==> config.mk <==
export PLATFORM = sky130hd
export DESIGN_NAME = uart_tx_mmio
export DESIGN_NICKNAME = d
export VERILOG_FILES = /design/src/rtl/uart_pkg.sv /design/src/rtl/sync_fifo.sv /design/src/rtl/uart_tx_mmio.sv
export SDC_FILE = /design/constraint.sdc
export NUM_CORES = 1
export LEC_CHECK = 0
export ABC_AREA = 0
export CAP_MARGIN = 30
export CELL_PAD_IN_SITES_DETAIL_PLACEMENT = 1
export CELL_PAD_IN_SITES_GLOBAL_PLACEMENT = 1
export CORE_UTILIZATION = 43
export DETAILED_ROUTE_END_ITERATION = 7
export PLACE_DENSITY = 0.79
export SYNTH_ARGS = -nofsm -noshare
export SYNTH_HDL_FRONTEND = slang
export SYNTH_SLANG_ARGS = --single-unit
export TNS_END_PERCENT = 50
==> constraint.sdc <==
create_clock -name clk -period 3.9 [get_ports clk]
set_input_delay 0.39 -clock clk [delete_from_list [all_inputs] [get_ports clk]]
set_output_delay 0.39 -clock clk [all_outputs]
set_load 0.005 [all_outputs]
==> src/rtl/uart_pkg.sv <==
`default_nettype none
// ============================================================================
//  Module   : uart_pkg
//  Purpose  : Register map, bit positions and FSM states for the MMIO UART TX.
//  Revision : 1.0  initial release
// ============================================================================
package uart_pkg;

  // Word offsets within the 16-byte window (bus_addr[3:2])
  localparam logic [1:0] c_OFS_TXDATA = 2'd0;
  localparam logic [1:0] c_OFS_STATUS = 2'd1;
  localparam logic [1:0] c_OFS_BAUD   = 2'd2;
  localparam logic [1:0] c_OFS_CTRL   = 2'd3;

  localparam int c_STAT_BUSY      = 0;
  localparam int c_STAT_FULL      = 1;
  localparam int c_STAT_EMPTY     = 2;
  localparam int c_STAT_OVF       = 3;
  localparam int c_STAT_LEVEL_LSB = 8;

  localparam int c_CTRL_TX_EN    = 0;
  localparam int c_CTRL_PAR_EN   = 1;
  localparam int c_CTRL_PAR_ODD  = 2;
  localparam int c_CTRL_TWO_STOP = 3;
  localparam int c_CTRL_IRQ_EN   = 4;
  localparam int c_CTRL_FLUSH    = 5;

  localparam int         c_CTRL_W     = 5;
  localparam logic [4:0] c_CTRL_RESET = 5'h01;

  localparam int c_MIN_DIV = 4;

  typedef enum logic [2:0] {
    ST_IDLE   = 3'd0,
    ST_START  = 3'd1,
    ST_DATA   = 3'd2,
    ST_PARITY = 3'd3,
    ST_STOP   = 3'd4
  } tx_state_e;

endpackage
`default_nettype wire

==> src/rtl/sync_fifo.sv <==
`default_nettype none
// ============================================================================
//  Module   : sync_fifo
//  Purpose  : Single-clock FIFO with push/pop/flush and full/empty/level flags.
//  Revision : 1.0  initial release
// ============================================================================
module sync_fifo #(
  parameter int DEPTH = 16,
  parameter int WIDTH = 8
) (
  input  logic                     clk,
  input  logic                     rst,
  input  logic                     i_push,
  input  logic                     i_pop,
  input  logic                     i_flush,
  input  logic [WIDTH-1:0]         i_data,
  output logic [WIDTH-1:0]         o_data,
  output logic                     o_full,
  output logic                     o_empty,
  output logic [$clog2(DEPTH):0]   o_level
);
  localparam int c_AW = $clog2(DEPTH);

  logic [WIDTH-1:0] r_mem [DEPTH];
  logic [c_AW-1:0]  r_wr_ptr;
  logic [c_AW-1:0]  r_rd_ptr;
  logic [c_AW:0]    r_level;
  logic             w_do_push;
  logic             w_do_pop;

  assign o_empty   = (r_level == '0);
  assign o_full    = (r_level == (c_AW+1)'(DEPTH));
  assign o_level   = r_level;
  assign o_data    = r_mem[r_rd_ptr];
  // A push into a full FIFO is still legal when a pop frees a slot this cycle
  assign w_do_pop  = i_pop && !o_empty;
  assign w_do_push = i_push && (!o_full || w_do_pop);

  always_ff @(posedge clk) begin
    if (w_do_push && !i_flush) begin
      r_mem[r_wr_ptr] <= i_data;
    end
  end

  always_ff @(posedge clk) begin
    if (rst || i_flush) begin
      r_wr_ptr <= '0;
      r_rd_ptr <= '0;
      r_level  <= '0;
    end else begin
      if (w_do_push) begin
        r_wr_ptr <= r_wr_ptr + c_AW'(1);
      end
      if (w_do_pop) begin
        r_rd_ptr <= r_rd_ptr + c_AW'(1);
      end
      case ({w_do_push, w_do_pop})
        2'b10:   r_level <= r_level + (c_AW+1)'(1);
        2'b01:   r_level <= r_level - (c_AW+1)'(1);
        default: r_level <= r_level;
      endcase
    end
  end

endmodule
`default_nettype wire

==> src/rtl/uart_tx_mmio.sv <==
`default_nettype none
// ============================================================================
//  Module   : uart_tx_mmio
//  Purpose  : Memory-mapped buffered UART transmitter with FIFO, divisor, IRQ.
//  Revision : 1.0  initial release
// ============================================================================
module uart_tx_mmio
  import uart_pkg::*;
#(
  parameter int FIFO_DEPTH  = 16,
  parameter int DATA_BITS   = 8,
  parameter int DEFAULT_DIV = 868,
  parameter int DIV_W       = 16
) (
  input  logic        clk,
  input  logic        rst,
  input  logic [3:0]  bus_addr,
  input  logic        bus_we,
  input  logic        bus_re,
  input  logic [31:0] bus_wdata,
  output logic [31:0] bus_rdata,
  output logic        tx,
  output logic        irq
);
  localparam int               c_LVL_W   = $clog2(FIFO_DEPTH) + 1;
  localparam int               c_BCNT_W  = $clog2(DATA_BITS + 1);
  localparam logic [DIV_W-1:0] c_DIV_MIN = DIV_W'(c_MIN_DIV);
  localparam logic [DIV_W-1:0] c_DIV_RST = DIV_W'(DEFAULT_DIV);
  localparam logic [DIV_W-1:0] c_DIV_ONE = DIV_W'(1);

  // Register file
  logic [DIV_W-1:0]    r_div;
  logic [c_CTRL_W-1:0] r_ctrl;
  logic                r_flush;
  logic                r_ovf;

  // Per-frame shifter state
  tx_state_e           r_state;
  tx_state_e           w_state_nxt;
  logic [DATA_BITS-1:0] r_shift;
  logic [c_BCNT_W-1:0] r_bitcnt;
  logic [DIV_W-1:0]    r_baud;
  logic [DIV_W-1:0]    r_div_f;
  logic                r_par_en_f;
  logic                r_two_stop_f;
  logic                r_par_bit;
  logic                r_stop2;
  logic                r_tx;
  logic                r_irq;
  logic                r_active;

  logic                w_wr_txdata;
  logic                w_wr_status;
  logic                w_wr_baud;
  logic                w_wr_ctrl;
  logic [DIV_W-1:0]    w_wdiv;
  logic                w_pop;
  logic                w_push;
  logic                w_drop;
  logic                w_tick;
  logic                w_last_bit;
  logic                w_tx_nxt;
  logic                w_busy;
  logic                w_fifo_full;
  logic                w_fifo_empty;
  logic [c_LVL_W-1:0]  w_level;
  logic [DATA_BITS-1:0] w_fifo_rdata;
  logic                w_unused_bits;

  assign w_wr_txdata = bus_we && (bus_addr[3:2] == c_OFS_TXDATA);
  assign w_wr_status = bus_we && (bus_addr[3:2] == c_OFS_STATUS);
  assign w_wr_baud   = bus_we && (bus_addr[3:2] == c_OFS_BAUD);
  assign w_wr_ctrl   = bus_we && (bus_addr[3:2] == c_OFS_CTRL);
  assign w_wdiv      = bus_wdata[DIV_W-1:0];
  assign w_push      = w_wr_txdata && (!w_fifo_full || w_pop);
  assign w_drop      = w_wr_txdata && w_fifo_full && !w_pop;
  assign w_busy      = (r_state != ST_IDLE) || r_active || !w_fifo_empty;
  assign w_unused_bits = ^{bus_re, bus_addr[1:0], bus_wdata};

  assign tx  = r_tx;
  assign irq = r_irq;

  sync_fifo #(
    .DEPTH (FIFO_DEPTH),
    .WIDTH (DATA_BITS)
  ) u_fifo (
    .clk     (clk),
    .rst     (rst),
    .i_push  (w_push),
    .i_pop   (w_pop),
    .i_flush (r_flush),
    .i_data  (bus_wdata[DATA_BITS-1:0]),
    .o_data  (w_fifo_rdata),
    .o_full  (w_fifo_full),
    .o_empty (w_fifo_empty),
    .o_level (w_level)
  );

  always_ff @(posedge clk) begin
    if (rst) begin
      r_div   <= c_DIV_RST;
      r_ctrl  <= c_CTRL_RESET;
      r_flush <= 1'b0;
      r_ovf   <= 1'b0;
    end else begin
      r_flush <= w_wr_ctrl && bus_wdata[c_CTRL_FLUSH];
      if (w_wr_baud) begin
        r_div <= (w_wdiv < c_DIV_MIN) ? c_DIV_MIN : w_wdiv;
      end
      if (w_wr_ctrl) begin
        r_ctrl <= bus_wdata[c_CTRL_W-1:0];
      end
      if (w_drop) begin
        r_ovf <= 1'b1;
      end else if (w_wr_status && bus_wdata[c_STAT_OVF]) begin
        r_ovf <= 1'b0;
      end
    end
  end

  always_ff @(posedge clk) begin
    if (rst) begin
      r_state <= ST_IDLE;
    end else begin
      r_state <= w_state_nxt;
    end
  end

  // tx is the registered image of the current state, so it trails r_state by one clock
  always_comb begin
    w_state_nxt = r_state;
    w_pop       = 1'b0;
    w_tx_nxt    = 1'b1;
    w_tick      = (r_baud == '0);
    w_last_bit  = (r_bitcnt == c_BCNT_W'(DATA_BITS - 1));
    case (r_state)
      ST_IDLE: begin
        if (r_ctrl[c_CTRL_TX_EN] && !w_fifo_empty && !r_flush) begin
          w_pop       = 1'b1;
          w_state_nxt = ST_START;
        end
      end
      ST_START: begin
        w_tx_nxt = 1'b0;
        if (w_tick) w_state_nxt = ST_DATA;
      end
      ST_DATA: begin
        w_tx_nxt = r_shift[0];
        if (w_tick && w_last_bit) w_state_nxt = r_par_en_f ? ST_PARITY : ST_STOP;
      end
      ST_PARITY: begin
        w_tx_nxt = r_par_bit;
        if (w_tick) w_state_nxt = ST_STOP;
      end
      ST_STOP: begin
        if (w_tick && (!r_two_stop_f || r_stop2)) w_state_nxt = ST_IDLE;
      end
      default: w_state_nxt = ST_IDLE;
    endcase
  end

  always_ff @(posedge clk) begin
    if (rst) begin
      r_shift      <= '0;
      r_bitcnt     <= '0;
      r_baud       <= '0;
      r_div_f      <= c_DIV_RST;
      r_par_en_f   <= 1'b0;
      r_two_stop_f <= 1'b0;
      r_par_bit    <= 1'b0;
      r_stop2      <= 1'b0;
      r_tx         <= 1'b1;
      r_irq        <= 1'b0;
      r_active     <= 1'b0;
    end else begin
      r_tx     <= w_tx_nxt;
      r_active <= (r_state != ST_IDLE);
      r_irq    <= r_ctrl[c_CTRL_IRQ_EN] && w_fifo_empty && (r_state == ST_IDLE);
      if (w_pop) begin
        // Frame format is frozen here; later register writes apply to the next frame
        r_shift      <= w_fifo_rdata;
        r_div_f      <= r_div;
        r_baud       <= r_div - c_DIV_ONE;
        r_bitcnt     <= '0;
        r_stop2      <= 1'b0;
        r_par_en_f   <= r_ctrl[c_CTRL_PAR_EN];
        r_two_stop_f <= r_ctrl[c_CTRL_TWO_STOP];
        r_par_bit    <= (^w_fifo_rdata) ^ r_ctrl[c_CTRL_PAR_ODD];
      end else if (r_state != ST_IDLE) begin
        if (w_tick) begin
          r_baud <= r_div_f - c_DIV_ONE;
          if (r_state == ST_DATA) begin
            r_shift  <= r_shift >> 1;
            r_bitcnt <= r_bitcnt + c_BCNT_W'(1);
          end
          if (r_state == ST_STOP) begin
            r_stop2 <= 1'b1;
          end
        end else begin
          r_baud <= r_baud - c_DIV_ONE;
        end
      end
    end
  end

  always_comb begin
    bus_rdata = '0;
    case (bus_addr[3:2])
      c_OFS_STATUS: begin
        bus_rdata[c_STAT_BUSY]  = w_busy;
        bus_rdata[c_STAT_FULL]  = w_fifo_full;
        bus_rdata[c_STAT_EMPTY] = w_fifo_empty;
        bus_rdata[c_STAT_OVF]   = r_ovf;
        bus_rdata[c_STAT_LEVEL_LSB +: 8] = 8'(w_level);
      end
      c_OFS_BAUD: bus_rdata[DIV_W-1:0]    = r_div;
      c_OFS_CTRL: bus_rdata[c_CTRL_W-1:0] = r_ctrl;
      default:    bus_rdata = '0;
    endcase
  end

endmodule
`default_nettype wire
==> impl_metrics.json <==
{
  "status": "finished with violations",
  "violations": "DRC",
  "p_per_area_nw_per_um2": 679.2,
  "io_pins": 74,
  "cp.required_ps": 4330,
  "yosys_warnings": 0,
  "yosysSeqAreaShare_pct": 58.61,
  "critPathLaunchType": "flop",
  "finalCriticalPeriod_ps": 3476,
  "setup_violations": 0,
  "synth_common_cells": "128 x edfxtp_1, 115 x nand2_1, 94 x dfxtp_1",
  "synth_area_leaders": "edfxtp_1 39%, dfxtp_1 19%, mux4_2 8.3%",
  "fmaxAchievable_mhz": 287.7,
  "async_flop_share_pct": 0,
  "placed_cell_area_sq_um": 10530,
  "grt_pass1_wl_um": 40300,
  "reg2reg_depth": 8,
  "clk_pin_slew_ps": 60,
  "first_global_vias": 7141,
  "antenna_found_initial": 0,
  "synth-edff-count": 128,
  "route.detailed.drc": 2,
  "skew_ps": 11.65,
  "maxSlewViolCount": 0,
  "cp_slowest_cell": "or4_4",
  "rsz0062_at_grt": "no",
  "crit_path_max_fanout": 51,
  "cap_viol_max_count": 0,
  "synth_seq_cells": 222,
  "routed-via-count": 6784,
  "dieArea_sq_um": 23320,
  "initial_core_util_pct": 44.35,
  "die_y_um": 152.7,
  "slowest_delay_ps": 570,
  "yosysTopAreaCell": "edfxtp_1",
  "clkSinkCount": 222,
  "hold_depth": 2,
  "cts_setup_buffers": 0,
  "htree_levels": 1,
  "syn2layout_area_growth_pct": 15.58,
  "hold_class": "in2reg",
  "cts_tree": "yes",
  "clkLatencyLatePin_ps": 530,
  "syn-cell-area_sq_um": 9768,
  "worstSetupPathType": "reg2reg",
  "drt-total-wl_um": 25280,
  "crit_arrival_ps": 3910,
  "port_buffers": 38,
  "first_pass_iters": 8,
  "ir_drop_v": 0.0004156,
  "tightest_slew_ps": 876.0,
  "synth.top_cell.area_share_pct": 39.35,
  "cts_made_buffers": 24,
  "design_area_sq_um": 11290,
  "post-dp-hpwl_um": 17290,
  "hold_violations": 0,
  "grt_use_total_pct": 22.29,
  "synthCells": 827,
  "cts_buffer_depth": 3,
  "wl_per_cell_um": 21.53,
  "cts_resized": 0,
  "layout-drive-gt1-share_pct": 12.53,
  "antenna_left": 0,
  "finalSetupTns_ps": 0,
  "ys.flop_type": "edfxtp_1",
  "synth.distinct_cells": 56,
  "cts_hold_buf": 0,
  "grt_max_degree": 52,
  "nets": 930,
  "antennaDiodeCount": 0,
  "overflow": 0,
  "crit_chain": "or4_4, o211ai_4, buf_4, o311ai_0, a22oi_1, nand2_1, or4_1, a311oi_1",
  "vias_per_cell": 5.779,
  "relSlewSlack_pct": 40.86,
  "power.leakage_nw": 3.821,
  "synth.most_common_cell": "edfxtp_1",
  "drtIter0Drc": 517,
  "rows": 54,
  "final.period_utilization_pct": 89.13,
  "crit_path_end_kind": "flop",
  "cts_root_buf": "clkbuf_16",
  "die_width_um": 152.7,
  "place.gp.congestion": 0.8089,
  "syn_area_per_cell_sq_um": 11.81,
  "core_area_sq_um": 22030
}
## power by group
group / leakage (nW) / internal (mW) / switching [mW]
sequential: 1.92 / 2.64 / 0.173
clock: 0.368 / 1.27 / 0.907
combinational: 1.53 / 1.08 / 1.59
total: 3.82 / 4.99 / 2.67
## layout by cell type (no fill, tap or decap), types with 6 or more instances in the layout
cell type	instances
a211oi_1	14
a21oi_1	55
a22oi_1	16
a311oi_1	11
a31oi_1	8
and2_1	6
buf_4	36
clkbuf_1	12
clkbuf_16	25
clkdlybuf4s50_1	37
conb_1	16
dfxtp_1	93
edfxtp_1	128
ha_1	14
inv_1	10
mux4_2	36
nand2_1	115
nand2b_1	11
nand3_1	17
nand3b_1	6
nand4_1	9
nor2_1	73
nor2b_1	8
nor3_1	18
nor4_1	6
o21ai_0	12
or3_1	11
xnor2_1	12
xor2_1	14
## critical path: cells and delay by family (launching register included)
family / cells / cell delay, ps
compound gates: 4 / 1290
simple gates: 3 / 1190
flops: 1 / 390
buf+inv: 1 / 500
## state kept, by name, indices dropped and copies added, names as in the netlist, 4 cells and up, named ones only
| register | count |
|---|---|
| u_fifo.r_mem | 128 |
| r_baud | 16 |
| r_div | 16 |
| r_div_f | 16 |
| r_shift | 8 |
| r_ctrl | 5 |
| u_fifo.o_level | 5 |
| r_bitcnt | 4 |
| u_fifo.r_rd_ptr | 4 |
| u_fifo.r_wr_ptr | 4 |
## cell type report
type                    instances  area, sq um
fillers                      2302        10740
well taps                     280        350.3
multi-input cells             541         3726
inverters                      11        41.29
repair buffers                 76        680.7
clock inverters                 3        38.79
flip-flops and latches        222         5727
clock buffers                  41        725.7
## through the flow
stage	setup WS (ps)	power (mW)	hold WS, ps	std cells	util (%)
final	424.1	7.668	373.8	1174	51.26
after global routing	191.2	8.076	427.4	1174	51.26
after CTS	384.7	7.700	370.2	1174	51.26
after detailed placement	307.7	5.523	452.8	1130	47.78
after global placement	488.2	5.398	446.4	1129	47.72
after floorplan	227.2	4.770	432.1	842	-
## per-layer routing
metal | vias to the layer above | wire, um | track usage [%] | share of wire (%)
met2 | 182 | 12360 | 37.35 | 49
met3 | 43 | 1023 | 3.157 | 4.0
met5 | - | 0 | 0 | 0
met4 | 0 | 580 | 6.445 | 2.3
li1 | 3120 | - | - | -
met1 | 3439 | 11320 | 30.18 | 45
## logic make-up after synthesis
group / Yosys count / synth area share [%]
simple gates: 293 / 13.81
flops: 222 / 58.61
compound gates: 149 / 10.20
buf+inv: 79 / 3.817
mux: 40 / 8.710
xor+xnor: 29 / 3.023
fa+ha+maj: 14 / 1.793
other cells: 1 / 0.03839
## worst paths after layout
| check | end | startpoint | slack, ps |
|---|---|---|---|
| setup / recovery | r_baud[15] | u_fifo.o_level[0] | 420 |
| hold / removal | r_div[1] | rst | 370 |
| setup reg to reg | r_baud[15] | u_fifo.o_level[0] | 420 |
| hold reg to reg | r_div_f[15] | r_div_f[15] | 460 |
(Power assumes the default switching activity.)
